==> src/rtl/pe_mac_sat.sv <==
// pe_mac_sat: output-stationary fixed-point MAC PE with round-half-up conversion and a double-buffered drain-chain result.
// Define PE_SAT_EN to clamp the converted result and raise the sticky ovf_o flag on a saturating capture.
module pe_mac_sat #(
  parameter int DATA_WIDTH = 16,
  parameter int FRAC_BITS  = 8,
  parameter int ACC_WIDTH  = 40
) (
  input  logic                  clk_i,
  input  logic                  rst_i,
  input  logic                  clr_i,
  input  logic                  we_i,
  input  logic [DATA_WIDTH-1:0] srca_i,
  input  logic [DATA_WIDTH-1:0] srcb_i,
  input  logic                  cap_i,
  input  logic                  drain_i,
  input  logic [DATA_WIDTH-1:0] psum_i,
  output logic                  clr_o,
  output logic                  we_o,
  output logic [DATA_WIDTH-1:0] srca_o,
  output logic [DATA_WIDTH-1:0] srcb_o,
  output logic [DATA_WIDTH-1:0] psum_o,
  output logic                  ovf_o
);
  localparam int PW = 2 * DATA_WIDTH;
  localparam logic signed [ACC_WIDTH:0] HALF = (ACC_WIDTH + 1)'(1) <<< (FRAC_BITS - 1);
  logic [DATA_WIDTH-1:0] srca_q, srcb_q, res_q, res_d, conv;
  logic clr_q, we_q;
  logic signed [PW-1:0] prod_q, prod_d;
  logic signed [ACC_WIDTH-1:0] acc_q, acc_d, prod_x;
  always_comb begin
    prod_d = PW'($signed(srca_i)) * PW'($signed(srcb_i));
    prod_x = ACC_WIDTH'(prod_q);
    acc_d  = clr_q ? (we_q ? prod_x : '0) : (we_q ? acc_q + prod_x : acc_q);
    res_d  = cap_i ? conv : drain_i ? psum_i : res_q;
  end
  always_ff @(posedge clk_i) begin
    if (rst_i) begin
      srca_q <= '0;
      srcb_q <= '0;
      clr_q  <= 1'b0;
      we_q   <= 1'b0;
      prod_q <= '0;
      acc_q  <= '0;
      res_q  <= '0;
    end else begin
      srca_q <= srca_i;
      srcb_q <= srcb_i;
      clr_q  <= clr_i;
      we_q   <= we_i;
      prod_q <= prod_d;
      acc_q  <= acc_d;
      res_q  <= res_d;
    end
  end
`ifdef PE_SAT_EN
  logic signed [ACC_WIDTH:0] r;
  logic sat, ovf_q, ovf_d;
  // In range exactly when every bit from the result sign upward agrees.
  always_comb begin
    r     = ((ACC_WIDTH + 1)'(acc_q) + HALF) >>> FRAC_BITS;
    sat   = !((&r[ACC_WIDTH:DATA_WIDTH-1]) || !(|r[ACC_WIDTH:DATA_WIDTH-1]));
    conv  = sat ? {r[ACC_WIDTH], {(DATA_WIDTH-1){~r[ACC_WIDTH]}}} : r[DATA_WIDTH-1:0];
    ovf_d = cap_i ? (sat | (ovf_q & ~clr_q)) : ovf_q;
  end
  always_ff @(posedge clk_i) begin
    if (rst_i) ovf_q <= 1'b0;
    else ovf_q <= ovf_d;
  end
  assign ovf_o = ovf_q;
`else
  always_comb conv = DATA_WIDTH'(((ACC_WIDTH + 1)'(acc_q) + HALF) >>> FRAC_BITS);
  assign ovf_o = 1'b0;
`endif
  assign srca_o = srca_q;
  assign srcb_o = srcb_q;
  assign clr_o  = clr_q;
  assign we_o   = we_q;
  assign psum_o = res_q;
endmodule

==> config.mk <==
export PLATFORM = sky130hd
export DESIGN_NAME = pe_mac_sat
export DESIGN_NICKNAME = d
export VERILOG_FILES = /design/src/rtl/pe_mac_sat.sv
export SDC_FILE = /design/constraint.sdc
export NUM_CORES = 1
export LEC_CHECK = 0
export ABC_AREA = 1
export CAP_MARGIN = 20
export CORE_UTILIZATION = 60
export CTS_CLUSTER_SIZE = 14
export DETAILED_ROUTE_END_ITERATION = 8
export PLACE_DENSITY = 0.82
export SLEW_MARGIN = 20
export SYNTH_ARGS = -nofsm -noshare
export SYNTH_HDL_FRONTEND = slang
export SYNTH_SLANG_ARGS = --single-unit
==> constraint.sdc <==
create_clock -name clk_i -period 12.85 [get_ports clk_i]
set_input_delay 2.57 -clock clk_i [delete_from_list [all_inputs] [get_ports clk_i]]
set_output_delay 2.57 -clock clk_i [all_outputs]
set_load 0.02 [all_outputs]
==> key figures, run 1 <==
Cells and area
  – Register area: 1960 um^2
  – Nets: 2356
  – Syn-to-layout area delta: 10.5%
  – Multi-input gate area: 9330 um^2
  – Antenna cells: 0
  – Layout cells sized above 1: 2.18%
  – Fillcell total: 1851
  – Most common cell after layout, fill and taps aside: nand2_1
  – Most frequent cells in the layout: nand2_1, inv_1, fa_1

Global route
  – Largest net degree at the start of global routing: 46
  – Initial antenna violation count: 0
  – Total grt overflow: 0
  – Vias in the first global route: 12664
  – First-pass GRT wire length: 61200 um
  – Gr usage total: 33.0%

Logic synthesis
  – Cell area after synthesis: 13500 um^2
  – Cell variety after synth: 43
  – Number of flops mapped to enable cells by yosys: 0
  – Post-synthesis sequential area ratio: 14.5%
  – Post-Synth Adder-Cell Area: 36.7%
  – Post-synth ARST share: 0%
  – Compound-Gate Fraction of Synth Area: 6.70%
  – Mapped Nets: 2316
  – Cells after Synth: 1977
  – Post-Synth XOR/XNOR Area: 1.36%
  – Predominant post-synthesis flop cell: dfxtp_1
  – Mux contribution to synthesized area: 0%
  – Main combinational cell family by area after synthesis: adder cells
  – YS warnings: 0
  – Simple-gate area share of the yosys netlist: 24.0%
  – Synth Register Bits: 98
  – Mean Syn Cell Area: 6.85 um^2

STA
  – Final WS setup: 4.36 ns
  – Peak Freq: 0.118 GHz
  – Min cycle time layout: 8.49 ns
  – Final period utilization: 66.1%
  – Slew Limit Fails: 0
  – Setup Skew: 0.0217 ns
  – Tightest Pin Transition: 0.941 ns
  – RSZ-0062 raised after global routing: false
  – Slew headroom: 37.0%
  – TNS Setup: 0 ns
  – Final setup vio count: 0
  – Final hold violations: 0

Critical path
  – Critical path data arrival time: 8.76 ns
  – Most used cell, CP: fa_1
  – CP delay by family, top: adder cells
  – CP max-delay cell: clkdlybuf4s50_1
  – CP cell instances: clkdlybuf4s50_1 > nand2_1 > fa_1 > inv_1 > fa_1 > fa_1 > fa_1 > fa_1 > inv_1 > fa_1 > inv_1 > ha_1 > nand2_1 > nor2_1 > nand2_1 > o311ai_0 > nand2_1 > nand2_1 > nor2_1
  – Crit Path Max Fanout: 17
  – Critical path class: primary input to register
  – Buf/Inv on CP: 4
  – CP startpoint kind: primary input
  – Req. time, crit path: 13.12 ns
  – Critical Path Max Stage Delay: 1.01 ns
  – Kind of end point of the critical path: register

Power
  – Cell Pwr Density: 248 nW/um^2
  – Static Leak: 8.57 nW
  – Peak supply drop: 260 uV

Route
  – Drt pass-1 iters: 8
  – 1st-iter DRT viols: 943
  – Drc violations: 1
  – Vias/cell: 5.25
  – Detail Route Antenna Nets: 0
  – Drt total wl: 35800 um
  – WL per Instance: 15.6 um
  – Vias post-DR: 12091

CTS
  – Clock buffer count from CTS: 9
  – Clock Sinks: 98
  – Worst skew pair latency: 0.37 ns
  – Root Driver: clkbuf_16
  – Clk slew on worst S/H paths: 0.09 ns
  – Post-CTS setup buffer count: 0
  – Hold-fix buffers, CTS: 0
  – H-tree depth: 3
  – CTS tree: yes
  – PostCTS Resize Cnt: 0
  – CTS Buffer Depth: 2

Floorplanning
  – IO Count: 105
  – Initial Util: 61.7%
  – Die Y: 152 um
  – Num rows: 54
  – CORE AREA: 22000 um^2
  – Width of the die: 152 um
  – Die Area: 23200 um^2

Placement
  – Port-buffer cells: 103
  – RePlAce Congestion: 0.991
  – Dpl ws: 4.09 ns
  – Detailed Place HPWL: 28900 um

Hold path
  – Worst min path class: register to register

Run status
  – Run status: complete, but fails checks
  – Failing checks: DRC

Flow run
  – Maxcap violations: 0
## cells in the mapped netlist (6+ instances only)
library cell  number  area (um^2)
nand2_1          546         2050
inv_1            518         1940
fa_1             188         3760
nor2_1           158          593
dfxtp_1           98         1960
ha_1              97         1210
a21oi_1           90          450
clkbuf_1          62          233
nand3_1           56          280
o21ai_0           45          225
nand4_1           18          113
xor2_1            14          123
nor3_1             7         35.0
xnor2_1            7         61.3
buf_1              6         22.5
## worst reg2reg max path, cell delays in order (launching register included)
cell and delay [ns]:
dfxtp_1 0.34, ha_1 0.27, inv_1 0.09, fa_1 0.42, inv_1 0.14, nand3_1 0.08, nand3_1 0.20, nand2_1 0.08
nand2_1 0.15, nand3_1 0.13, nand3_1 0.10, nand2_1 0.05, o21ai_0 0.18, a21oi_1 0.08
## sequential cells by signal, indices dropped and copies added, names as in the netlist
register,cells
acc_q,24
we_o,1
psum_o,16
clr_o,1
prod_q,24
srca_o,16
srcb_o,16
## worst paths after layout
kind / depth (start not counted) / startpoint / to / slack, ns
max reg2reg: 13 / prod_q[0] / acc_q[14] / 10.41
min reg2reg: 2 / psum_o[11] / psum_o[11] / 0.47
min: 2 / psum_o[11] / psum_o[11] / 0.47
max: 19 / srcb_i[2] / prod_q[21] / 4.36
## power breakdown
group | total [mW] | internal, mW | switching (mW)
Combinational | 3.00 | 1.10 | 1.90
Clock | 0.301 | 0.161 | 0.140
Sequential | 0.406 | 0.365 | 0.0404
## cell type report
class / count / area share [%]
multi-input cells: 1281 / 62.3
clock buffers: 10 / 1.60
flip-flops and latches: 98 / 13.1
clock inverters: 6 / 0.527
well taps: 280 / 2.34
inverters: 520 / 13.0
repair buffers: 107 / 7.07
## layer usage
layer / share of wire (%) / global-route usage [%] / vias to the layer above / wire [um]
li1: - / - / 5833 / -
met1: 41 / 41.3 / 5731 / 14700
met2: 49 / 58.1 / 444 / 17700
met3: 6.8 / 4.07 / 83 / 2430
met4: 2.8 / 12.8 / 0 / 1020
met5: 0 / 0 / - / 0
## logic make-up after synthesis
family / after synthesis
DFF: 98
adders and majority gates: 285
other: 1
xor gates and xnor gates: 21
and+or+nand+nor: 809
AOI/OAI and AO/OA: 165
buffers and inverters: 598
## through the flow
step | hold slack, ns | instance area [um^2] | util (%) | std cells | power [mW]
finish | 0.474 | 15000 | 68.2 | 2302 | 3.71
global route | 0.493 | 15000 | 68.2 | 2302 | 4.21
CTS | 0.468 | 15000 | 68.2 | 2302 | 3.70
detailed placement | 0.456 | 14700 | 66.7 | 2286 | 3.37
global placement | 0.452 | 14700 | 66.7 | 2286 | 3.30
floorplan | 0.449 | 13500 | - | 1977 | 2.67
Note: power is estimated with default switching activity, not from simulation.
==> run 2: changes to the inputs <==
clock period = 8.5 ns   (was 12.85 ns; I/O delays follow)
==> run 2 against run 1 <==
Net effect: the run still ends with DRC left; die area stayed put; final cell count is 0.52% higher; worst hold slack lost 0.00058 ns; via count increased by 0.93%; global-route usage is 0.78 points higher; register-to-register slack got worse by 4.4 ns; critical path depth stayed put; worst setup slack worse by 3.5 ns; critical path type unchanged; largest cell class unchanged.
==> key figures, run 2 (synthesized netlist as in run 1, its figures left out) <==
Run status
  – Run status: complete, but fails checks (unchanged)
  – Failing checks: DRC (unchanged)

Cells and area
  – Multi-input gate area: 9330 um^2 (unchanged)
  – Final core utilization: 68.4% (was 68.2%)
  – Fillcell total: 1843 (was 1851)
  – Register area: 1960 um^2 (unchanged)
  – Antenna cells: 0 (unchanged)
  – Nets: 2368 (was 2356)
  – Most common cell after layout, fill and taps aside: nand2_1 (unchanged)
  – Syn-to-layout area delta: 10.9% (was 10.5%)
  – Layout cells sized above 1: 2.70% (was 2.18%)
  – Biggest registers after layout: acc_q (24), prod_q (24) (unchanged)
  – Most frequent cells in the layout: nand2_1, inv_1, fa_1 (unchanged)

Flow run
  – Maxcap violations: 0 (unchanged)

Global route
  – Gr usage total: 33.8% (was 33.0%)
  – Vias in the first global route: 12517 (was 12664)
  – Initial antenna violation count: 0 (unchanged)
  – First-pass GRT wire length: 62000 um (was 61200 um)
  – Largest net degree at the start of global routing: 47 (was 46)
  – Total grt overflow: 0 (unchanged)

Route
  – Drt pass-1 iters: 7 (was 8)
  – 1st-iter DRT viols: 971 (was 943)
  – Vias/cell: 5.27 (was 5.25)
  – Drt total wl: 36900 um (was 35800 um)
  – Detail Route Antenna Nets: 0 (unchanged)
  – Vias post-DR: 12203 (was 12091)
  – WL per Instance: 15.9 um (was 15.6 um)
  – Drc violations: 1 (unchanged)

Floorplanning
  – CORE AREA: 22000 um^2 (unchanged)
  – Initial Util: 61.7% (unchanged)
  – IO Count: 105 (unchanged)
  – Die Y: 152 um (unchanged)
  – Num rows: 54 (unchanged)
  – Die Area: 23200 um^2 (unchanged)
  – Width of the die: 152 um (unchanged)

Critical path
  – Reg2Reg Capture Point: acc_q[14] (unchanged)
  – CP Depth: 19 (unchanged)
  – Most used cell, CP: fa_1 (unchanged)
  – Critical path data arrival time: 7.91 ns (was 8.76 ns)
  – CP delay by family, top: adder cells (unchanged)
  – Kind of end point of the critical path: register (unchanged)
  – Buf/Inv on CP: 4 (unchanged)
  – Worst R2R Start: acc_q[0] (was prod_q[0])
  – R2R cell count: 13 (unchanged)
  – Critical Path Max Stage Delay: 1.02 ns (was 1.01 ns)
  – Crit Path Max Fanout: 17 (unchanged)
  – Req. time, crit path: 8.75 ns (was 13.12 ns)
  – Critical path class: primary input to register (unchanged)
  – CP cell instances: clkdlybuf4s50_1 > nand2_1 > fa_1 > fa_1 > inv_1 > fa_1 > inv_1 > fa_1 > fa_1 > fa_1 > inv_1 > ha_1 > nand2_1 > nor4_1 > a21oi_1 > o21bai_1 > nand2_1 > nand2_1 > nor2_1 (was clkdlybuf4s50_1 > nand2_1 > fa_1 > inv_1 > fa_1 > fa_1 > fa_1 > fa_1 > inv_1 > fa_1 > inv_1 > ha_1 > nand2_1 > nor2_1 > nand2_1 > o311ai_0 > nand2_1 > nand2_1 > nor2_1)
  – Crit path to: prod_q[19] (was prod_q[21])
  – CP max-delay cell: clkdlybuf4s50_1 (unchanged)
  – CP startpoint kind: primary input (unchanged)
  – R2R setup slack: 6.02 ns (was 10.41 ns)
  – Crit path from: srcb_i[6] (was srcb_i[2])

Placement
  – RePlAce Congestion: 0.989 (was 0.991)
  – Port-buffer cells: 103 (unchanged)
  – Detailed Place HPWL: 29600 um (was 28900 um)
  – Dpl ws: 0.639 ns (was 4.09 ns)

STA
  – Final WS setup: 0.842 ns (was 4.36 ns)
  – Slew headroom: 36.1% (was 37.0%)
  – Slew Limit Fails: 0 (unchanged)
  – TNS Setup: 0 ns (unchanged)
  – Final period utilization: 90.1%
  – Min cycle time layout: 7.66 ns
  – Setup Skew: 0.0147 ns (was 0.0217 ns)
  – Tightest Pin Transition: 0.955 ns (was 0.941 ns)
  – Final hold violations: 0 (unchanged)
  – RSZ-0062 raised after global routing: false (unchanged)
  – Final setup vio count: 0 (unchanged)
  – Peak Freq: 0.131 GHz

CTS
  – H-tree depth: 3 (unchanged)
  – Clock Sinks: 98 (unchanged)
  – Clock buffer count from CTS: 9 (unchanged)
  – CTS tree: yes (unchanged)
  – CTS Buffer Depth: 2 (unchanged)
  – Worst skew pair latency: 0.36 ns (was 0.37 ns)
  – Root Driver: clkbuf_16 (unchanged)
  – PostCTS Resize Cnt: 0 (unchanged)
  – Post-CTS setup buffer count: 0 (unchanged)
  – Clk slew on worst S/H paths: 0.08 ns (was 0.09 ns)
  – Hold-fix buffers, CTS: 0 (unchanged)

Hold path
  – Worst min path class: register to register (unchanged)

Power
  – Peak supply drop: 338 uV (was 260 uV)
  – Cell Pwr Density: 372 nW/um^2 (was 248 nW/um^2)
  – Static Leak: 8.60 nW (was 8.57 nW)
  – Total power: 5.59 mW (was 3.71 mW)
run 2: changes by cell type in the layout (fill, tap and decap cells not counted):
cell,before,now
inv_6,1,0
bufinv_16,1,0
clkinv_8,0,1
clkinvlp_4,0,1
clkinv_2,0,1
buf_4,5,17
clkbuf_1,0,1
clkbuf_8,1,0
clkinv_4,2,3
inv_8,2,0
run 2: stage by stage:
| stage | instance area (um^2) | std cells | hold WS (ns) |
|---|---|---|---|
| after floorplan | 13500 | 1977 | 0.449 |
| after global placement | 14700 | 2298 | 0.454 |
| after detailed placement | 14700 | 2298 | 0.459 |
| after CTS | 15000 | 2314 | 0.472 |
| after global routing | 15000 | 2314 | 0.490 |
| final | 15000 | 2314 | 0.474 |
run 2: worst min path at each step:
stage / cells after the start / end / startpoint / slack [ns]
detailed placement: 2 / psum_o[2] / psum_o[2] / 0.46
CTS: 2 / psum_o[2] / psum_o[2] / 0.47
finish: 2 / psum_o[2] / psum_o[2] / 0.47
global route: 2 / acc_q[6] / acc_q[6] / 0.49
floorplan: 2 / acc_q[0] / acc_q[0] / 0.45
global placement: 2 / psum_o[8] / psum_o[8] / 0.45
run 2: area by class of cell:
cell class                      count  area share [%]
Timing Repair Buffer              119            7.64
Inverter                          520            13.0
Sequential cell                    98            13.1
Multi-Input combinational cell   1281            62.1
Clock buffer                       10            1.52
Clock inverter                      6           0.366
Tap cell                          280            2.33
run 2: routing by layer:
| layer | track usage [%] | share of wire (%) | vias up |
|---|---|---|---|
| li1 | - | - | 5849 |
| met1 | 43.6 | 42 | 5811 |
| met2 | 58.3 | 48 | 463 |
| met3 | 4.92 | 7.1 | 80 |
| met4 | 11.0 | 2.7 | 0 |
| met5 | 0 | 0 | - |
run 2: where the power goes:
group / switching, mW / internal [mW] / leakage (nW)
sequential: 0.0625 / 0.552 / 0.811
clock: 0.207 / 0.203 / 0.135
combinational: 2.90 / 1.67 / 7.66
total: 3.17 / 2.42 / 8.60
run 2: tightest hold or removal path: cells and delay by family (launching register included):
| family | cells | cell delay, ns |
|---|---|---|
| AOI/OAI and AO/OA | 1 | 0.06 |
| DFF | 1 | 0.31 |
| and+or+nand+nor | 1 | 0.06 |
